<file path="src/rtl/mem_addr_sel_ctl_pkg.sv">
// Shared types and encodings for the memory address source selector.
// Also used by the load/store unit for access-size decoding.
package mem_addr_sel_ctl_pkg;

    typedef enum logic [1:0] {
        ST_IDLE = 2'b00,
        ST_REQ  = 2'b01,
        ST_EXC  = 2'b10
    } state_t;

    localparam logic [1:0] ERR_NONE    = 2'b00;
    localparam logic [1:0] ERR_ALIGN   = 2'b01;
    localparam logic [1:0] ERR_SEL     = 2'b10;
    localparam logic [1:0] ERR_TIMEOUT = 2'b11;

    localparam logic [1:0] SIZE_BYTE = 2'b00;
    localparam logic [1:0] SIZE_HALF = 2'b01;
    localparam logic [1:0] SIZE_WORD = 2'b10;
    localparam logic [1:0] SIZE_RSVD = 2'b11;

endpackage

</file>
<file path="src/rtl/mem_addr_sel_ctl_align_chk.sv">
// Combinational alignment check: flags misaligned halfword/word accesses
// and the reserved access size.
module mem_align_chk
    import mem_addr_sel_ctl_pkg::*;
(
    input  logic [1:0] addr_lo,
    input  logic [1:0] acc_size,
    output logic       misaligned
);

    always_comb begin
        misaligned = 1'b0;
        case (acc_size)
            SIZE_BYTE: misaligned = 1'b0;
            SIZE_HALF: misaligned = addr_lo[0];
            SIZE_WORD: misaligned = (addr_lo != 2'b00);
            default:   misaligned = 1'b1;
        endcase
    end

endmodule

</file>
<file path="src/rtl/mem_addr_sel_ctl.sv">
// Latches one of N_SRC address sources on start, validates it, and holds
// address and request toward memory until acknowledged or timed out.
module mem_addr_sel_ctl
    import mem_addr_sel_ctl_pkg::*;
#(
    parameter int WIDTH   = 32,
    parameter int N_SRC   = 4,
    parameter int SEL_W   = $clog2(N_SRC),
    parameter int TIMEOUT = 15
) (
    input  logic                   clk,
    input  logic                   reset_n,
    input  logic                   start,
    input  logic [SEL_W-1:0]       sel,
    input  logic [N_SRC*WIDTH-1:0] src_addr,
    input  logic [1:0]             acc_size,
    input  logic                   mem_ready,
    input  logic                   err_clr,
    output logic [WIDTH-1:0]       addr_out,
    output logic                   mem_req,
    output logic                   busy,
    output logic                   done,
    output logic                   err,
    output logic [1:0]             err_code,
    output state_t                 dbg_state
);

    localparam int CNT_W = $clog2(TIMEOUT + 1);
    localparam logic [CNT_W-1:0] CNT_LAST = CNT_W'(TIMEOUT - 1);

    state_t           state, state_next;
    logic [WIDTH-1:0] sel_addr;
    logic             sel_oor;
    logic             misaligned;
    logic [CNT_W-1:0] wait_cnt;

    // Out-of-range selectors fall through to a zero address.
    always_comb begin
        sel_addr = '0;
        sel_oor  = 1'b1;
        for (int i = 0; i < N_SRC; i++) begin
            if (sel == SEL_W'(i)) begin
                sel_addr = src_addr[i*WIDTH +: WIDTH];
                sel_oor  = 1'b0;
            end
        end
    end

    mem_align_chk u_align_chk (
        .addr_lo    (sel_addr[1:0]),
        .acc_size   (acc_size),
        .misaligned (misaligned)
    );

    always_ff @(posedge clk or negedge reset_n) begin
        if (!reset_n) state <= ST_IDLE;
        else          state <= state_next;
    end

    // Handshake: mem_req is valid, mem_ready is ready; a transfer completes
    // in the cycle both are high, and addr_out is stable while mem_req is high.
    always_comb begin
        state_next = state;
        case (state)
            ST_IDLE: if (start) state_next = (sel_oor || misaligned) ? ST_EXC : ST_REQ;
            ST_REQ: begin
                if (mem_ready)             state_next = ST_IDLE;
                else if (wait_cnt == CNT_LAST) state_next = ST_EXC;
            end
            ST_EXC:  if (err_clr) state_next = ST_IDLE;
            default: state_next = ST_IDLE;
        endcase
    end

    always_comb begin
        mem_req   = (state == ST_REQ);
        busy      = (state != ST_IDLE);
        err       = (state == ST_EXC);
        dbg_state = state;
    end

    always_ff @(posedge clk or negedge reset_n) begin
        if (!reset_n) begin
            addr_out <= '0;
            done     <= 1'b0;
            err_code <= ERR_NONE;
            wait_cnt <= '0;
        end else begin
            done <= 1'b0;
            case (state)
                ST_IDLE: begin
                    if (start) begin
                        addr_out <= sel_addr;
                        wait_cnt <= '0;
                        if (sel_oor)         err_code <= ERR_SEL;
                        else if (misaligned) err_code <= ERR_ALIGN;
                        else                 err_code <= ERR_NONE;
                    end
                end
                ST_REQ: begin
                    if (mem_ready) begin
                        done     <= 1'b1;
                        wait_cnt <= '0;
                    end else begin
                        // Stops at TIMEOUT because the FSM leaves REQ there.
                        wait_cnt <= wait_cnt + 1'b1;
                        if (wait_cnt == CNT_LAST) err_code <= ERR_TIMEOUT;
                    end
                end
                ST_EXC: begin
                    if (err_clr) begin
                        err_code <= ERR_NONE;
                        wait_cnt <= '0;
                    end
                end
                default: ;
            endcase
        end
    end

endmodule

</file>
<file path="config.mk">
export PLATFORM = sky130hd
export DESIGN_NAME = mem_addr_sel_ctl
export DESIGN_NICKNAME = d
export VERILOG_FILES = /design/src/rtl/mem_addr_sel_ctl_pkg.sv /design/src/rtl/mem_addr_sel_ctl_align_chk.sv /design/src/rtl/mem_addr_sel_ctl.sv
export SDC_FILE = /design/constraint.sdc
export NUM_CORES = 1
export LEC_CHECK = 0
export CAP_MARGIN = 0
export CORE_MARGIN = 2
export CORE_UTILIZATION = 39
export CTS_BUF_LIST = sky130_fd_sc_hd__clkbuf_8
export CTS_CLUSTER_DIAMETER = 200
export DETAILED_ROUTE_END_ITERATION = 10
export GPL_TIMING_DRIVEN = 0
export PLACE_DENSITY = 0.89
export SLEW_MARGIN = 0
export SYNTH_ARGS = -nofsm -noshare
export SYNTH_HDL_FRONTEND = slang
export SYNTH_SLANG_ARGS = --single-unit
export TNS_END_PERCENT = 30
</file>
<file path="constraint.sdc">
create_clock -name clk -period 4.4 [get_ports clk]
set_clock_uncertainty 0.05 [all_clocks]
set_input_delay 0.88 -clock clk [delete_from_list [all_inputs] [get_ports clk]]
set_output_delay 0.88 -clock clk [all_outputs]
set_load 0.05 [all_outputs]
</file>
==> impl_results.html <==
<table>
<tr><th>Metric</th><th>Value</th></tr>
<tr><th colspan="2">Status</th></tr>
<tr><td>Run status</td><td>completed</td></tr>
<tr><th colspan="2">Drt</th></tr>
<tr><td>Initial DRC Count</td><td>40</td></tr>
<tr><td>WL final</td><td>around 7300 um</td></tr>
<tr><td>Avg WL per Cell</td><td>17.3 um</td></tr>
<tr><td>Via count</td><td>2256</td></tr>
<tr><td>DR DRC count</td><td>0</td></tr>
<tr><td>Remaining antenna violation count</td><td>0</td></tr>
<tr><td>Count of TritonRoute iterations in the first routing pass</td><td>4</td></tr>
<tr><td>Mean number of vias per cell</td><td>around 5.3</td></tr>
<tr><th colspan="2">Synthesis</th></tr>
<tr><td>Number of synthesized register bits</td><td>a little over 40</td></tr>
<tr><td>Netlist area before placement</td><td>~2500 um2</td></tr>
<tr><td>Mapped Cells</td><td>163</td></tr>
<tr><td>Part of the Yosys area used for sequential elements</td><td>approximately two fifths</td></tr>
<tr><td>Mean Syn Cell Area</td><td>roughly 15 um2</td></tr>
<tr><td>Total of warnings raised by yosys</td><td>0</td></tr>
<tr><td>Post-synth EDFFs</td><td>0</td></tr>
<tr><td>Async set-reset flop share out of synthesis</td><td>between 90% and 100%</td></tr>
<tr><td>Net count after synthesis</td><td>306</td></tr>
<tr><td>Number of distinct library cell variants in the gate-level netlist after synthesis</td><td>31</td></tr>
<tr><td>Primary FF master, synth</td><td>dfrtp_1</td></tr>
<tr><th colspan="2">Global route</th></tr>
<tr><td>Largest net degree at the start of global routing</td><td>37</td></tr>
<tr><td>Met1 track utilization from global routing</td><td>around a fifth</td></tr>
<tr><td>First-pass GRT wire length</td><td>11500 um</td></tr>
<tr><td>Via count of the first global-routing pass</td><td>roughly 2400</td></tr>
<tr><td>Overall fraction of global-route tracks in use</td><td>21.1%</td></tr>
<tr><td>Global routing usage on met3</td><td>between 8 and 9%</td></tr>
<tr><td>Grt peak-use layer</td><td>met2</td></tr>
<tr><td>Met2 Track Usage GR</td><td>about two fifths</td></tr>
<tr><td>GR Overflow Total</td><td>0</td></tr>
<tr><td>Antenna violations before repair</td><td>0</td></tr>
<tr><th colspan="2">Placed design</th></tr>
<tr><td>Worst-case setup slack after placement</td><td>1.50 ns</td></tr>
<tr><td>Estimated wirelength of the detail-placed design</td><td>between 6000 and 7000 um</td></tr>
<tr><td>Number of port buffers</td><td>~180</td></tr>
<tr><td>Placer's final routability congestion estimate</td><td>0.804</td></tr>
<tr><th colspan="2">Finish</th></tr>
<tr><td>Synth-to-layout area growth</td><td>77.8%</td></tr>
<tr><td>Proportion of layout cells with a drive suffix above 1</td><td>between 20% and 30%</td></tr>
<tr><td>Fill count</td><td>~470</td></tr>
<tr><td>Final layout net count</td><td>between 400 and 500</td></tr>
<tr><td>Number of antenna diodes</td><td>0</td></tr>
<tr><th colspan="2">STA</th></tr>
<tr><td>Slew of the pin with the lowest slew margin</td><td>0.602 ns</td></tr>
<tr><td>Slew HR</td><td>between 50 and 60%</td></tr>
<tr><td>Final worst-path cycle share</td><td>between 60% and 70%</td></tr>
<tr><td>PnR worst setup slack</td><td>about 1.5 ns</td></tr>
<tr><td>Unrepaired setup endpoints after global routing</td><td>false</td></tr>
<tr><td>Total Negative Setup Slacks</td><td>0 ns</td></tr>
<tr><td>Final slew viol count</td><td>0</td></tr>
<tr><td>Post-layout min period</td><td>between 2 and 3 ns</td></tr>
<tr><td>Hold violation total from the final report</td><td>0</td></tr>
<tr><td>Final setup vio count</td><td>0</td></tr>
<tr><td>Maximum operating frequency</td><td>~350 MHz</td></tr>
<tr><th colspan="2">CTS</th></tr>
<tr><td>Number of H-tree branching levels</td><td>2</td></tr>
<tr><td>TritonCTS buffer count</td><td>5</td></tr>
<tr><td>CTS clock-pin slew for the worst setup and hold paths</td><td>approximately 0.08 ns</td></tr>
<tr><td>Largest buffer count on any clock path</td><td>2</td></tr>
<tr><td>Sinks on Clock Net</td><td>41</td></tr>
<tr><td>Post-cts repair resize count</td><td>0</td></tr>
<tr><td>Number of hold buffers added after cts</td><td>0</td></tr>
<tr><td>TritonCTS clock tree</td><td>done</td></tr>
<tr><td>Clock network latency to the later pin of the worst-skew pair</td><td>slightly below 0.3 ns</td></tr>
<tr><td>Post-CTS setup buffers</td><td>0</td></tr>
<tr><td>Clock root buffer</td><td>clkbuf_8</td></tr>
<tr><th colspan="2">Setup path</th></tr>
<tr><td>Capture point of the worst reg-to-reg path</td><td>wait_cnt[3]$_DFFE_PN0P_</td></tr>
<tr><td>Worst Setup SP</td><td>dbg_state[0]$_DFFE_PN0P_</td></tr>
<tr><td>Critical path endpoint</td><td>busy</td></tr>
<tr><td>Kind of critical path</td><td>reg2out</td></tr>
<tr><td>Worst Reg-to-Reg Cells</td><td>6</td></tr>
<tr><td>Arrival time of data at the critical path endpoint</td><td>between 1.5 and 2 ns</td></tr>
<tr><td>Maximum fanout count along the critical path</td><td>5</td></tr>
<tr><td>CP required</td><td>~3.5 ns</td></tr>
<tr><td>CP startpoint kind</td><td>flop</td></tr>
<tr><td>Register-to-register setup slack</td><td>roughly 2.4 ns</td></tr>
<tr><td>Reg2reg start</td><td>dbg_state[0]$_DFFE_PN0P_</td></tr>
<tr><td>Crit end category</td><td>primary output</td></tr>
<tr><th colspan="2">Flow run</th></tr>
<tr><td>Max Cap Violations</td><td>0</td></tr>
<tr><th colspan="2">Power and ir drop</th></tr>
<tr><td>PD cells</td><td>between 500 and 600 nW/um2</td></tr>
<tr><td>Static power due to leakage</td><td>between 1.5 and 2 nW</td></tr>
<tr><td>Largest vdd supply drop</td><td>0.000347 V</td></tr>
<tr><th colspan="2">Die</th></tr>
<tr><td>I/O pins</td><td>~180</td></tr>
<tr><td>Overall die height</td><td>84 um</td></tr>
<tr><td>Overall die width</td><td>between 80 and 90 um</td></tr>
<tr><td>Starting density of the core</td><td>39.8%</td></tr>
<tr><td># rows</td><td>29</td></tr>
<tr><td>Die Outline Area</td><td>just over 7000 um2</td></tr>
<tr><td>Core area</td><td>about 6300 um2</td></tr>
<tr><th colspan="2">Hold path</th></tr>
<tr><td>Hold Path Class</td><td>in2async</td></tr>
</table>
## cells in the final DEF, fill, tap and decap left out, types with 2 or more instances in the layout
master / n
clkbuf_1: 4
clkbuf_8: 5
mux2_2: 32
nand2b_1: 4
nand2_1: 4
mux4_2: 32
clkdlybuf4s50_1: 174
nor2_1: 2
dfrtp_1: 41
o21ai_0: 4
buf_1: 2
a21o_1: 2
ha_1: 6
o31ai_1: 2
nand3_1: 3
buf_2: 4
inv_1: 9
## report_power, final
part	total, mW	internal, mW	switching [mW]
clock network	0.227	0.106	0.121
logic	1.57	0.637	0.936
registers	0.638	0.547	0.0913
## routing by layer
metal  vias up  part of all wire, %
met3        20                  9.8
met5         -                    0
li1       1012                    -
met4         0                  2.5
met2       117                   56
met1      1107                   32
## how the worst min path moves through the flow
stage / start / endpoint / slack, ns / cells after the start
final: reset_n / err_code[0]$_DFFE_PN0P_ / 0.37 / 1
after global routing: reset_n / err_code[0]$_DFFE_PN0P_ / 0.36 / 1
after CTS: reset_n / err_code[0]$_DFFE_PN0P_ / 0.37 / 1
after detailed placement: addr_out[13]$_DFFE_PN0P_ / addr_out[13]$_DFFE_PN0P_ / 0.44 / 1
after global placement: err_code[1]$_DFFE_PN0P_ / err_code[1]$_DFFE_PN0P_ / 0.43 / 1
after floorplan: wait_cnt[3]$_DFFE_PN0P_ / wait_cnt[3]$_DFFE_PN0P_ / 0.41 / 1
## final cells by class
cell class	instances	area [um2]	area share, %
repair buffers	176	1770	39.8
inverters	6	22.5	0.507
flip-flops and latches	41	1030	23.1
clock inverters	3	11.3	0.254
well taps	77	96.3	2.17
plain buffers	10	48.8	1.10
clock buffers	5	68.8	1.55
multi-input cells	106	1400	31.5
## stage by stage
step                      cell area [um2]  total power [mW]  instances  util, %  hold slack (ns)
after CTS                            4440              2.46        424     70.7            0.369
after global placement               4340              2.19        415     69.2            0.430
after global routing                 4440              2.55        424     70.7            0.360
after floorplan                      2500              1.64        163        -            0.409
after detailed placement             4360              2.23        416     69.4            0.442
final                                4440              2.44        424     70.7            0.366
## synthesized netlist by cell type (2+ instances only)
cell | instances | area share [%]
a21o_1 | 2 | 0.60
buf_1 | 2 | 0.30
buf_2 | 3 | 0.60
clkbuf_1 | 4 | 0.60
dfrtp_1 | 41 | 41
ha_1 | 6 | 3.0
inv_1 | 6 | 0.90
mux2_2 | 32 | 14
mux4_2 | 32 | 29
nand2_1 | 4 | 0.60
nand2b_1 | 4 | 1.0
nand3_1 | 3 | 0.60
nor2_1 | 2 | 0.30
o21ai_0 | 4 | 0.80
o31ai_1 | 2 | 0.60
## cells by family after synthesis
kind of cell               synth area share (%)
AOI/OAI and AO/OA                          5.21
adders and majority gates                  3.01
buffers and inverters                      2.86
DFF                                        41.1
muxes                                      43.3
and+or+nand+nor                            4.51
## critical path: stages (launching register included)
cell and delay [ns]:
dfrtp_1 0.44, inv_1 0.09, ha_1 0.25, inv_1 0.09, clkdlybuf4s50_1 0.80
## flip-flops by register name, indices dropped and copies added (netlist names)
name       count
done           1
wait_cnt       4
err_code       2
addr_out      32
dbg_state      2
Power figures use the tool's default switching activity.
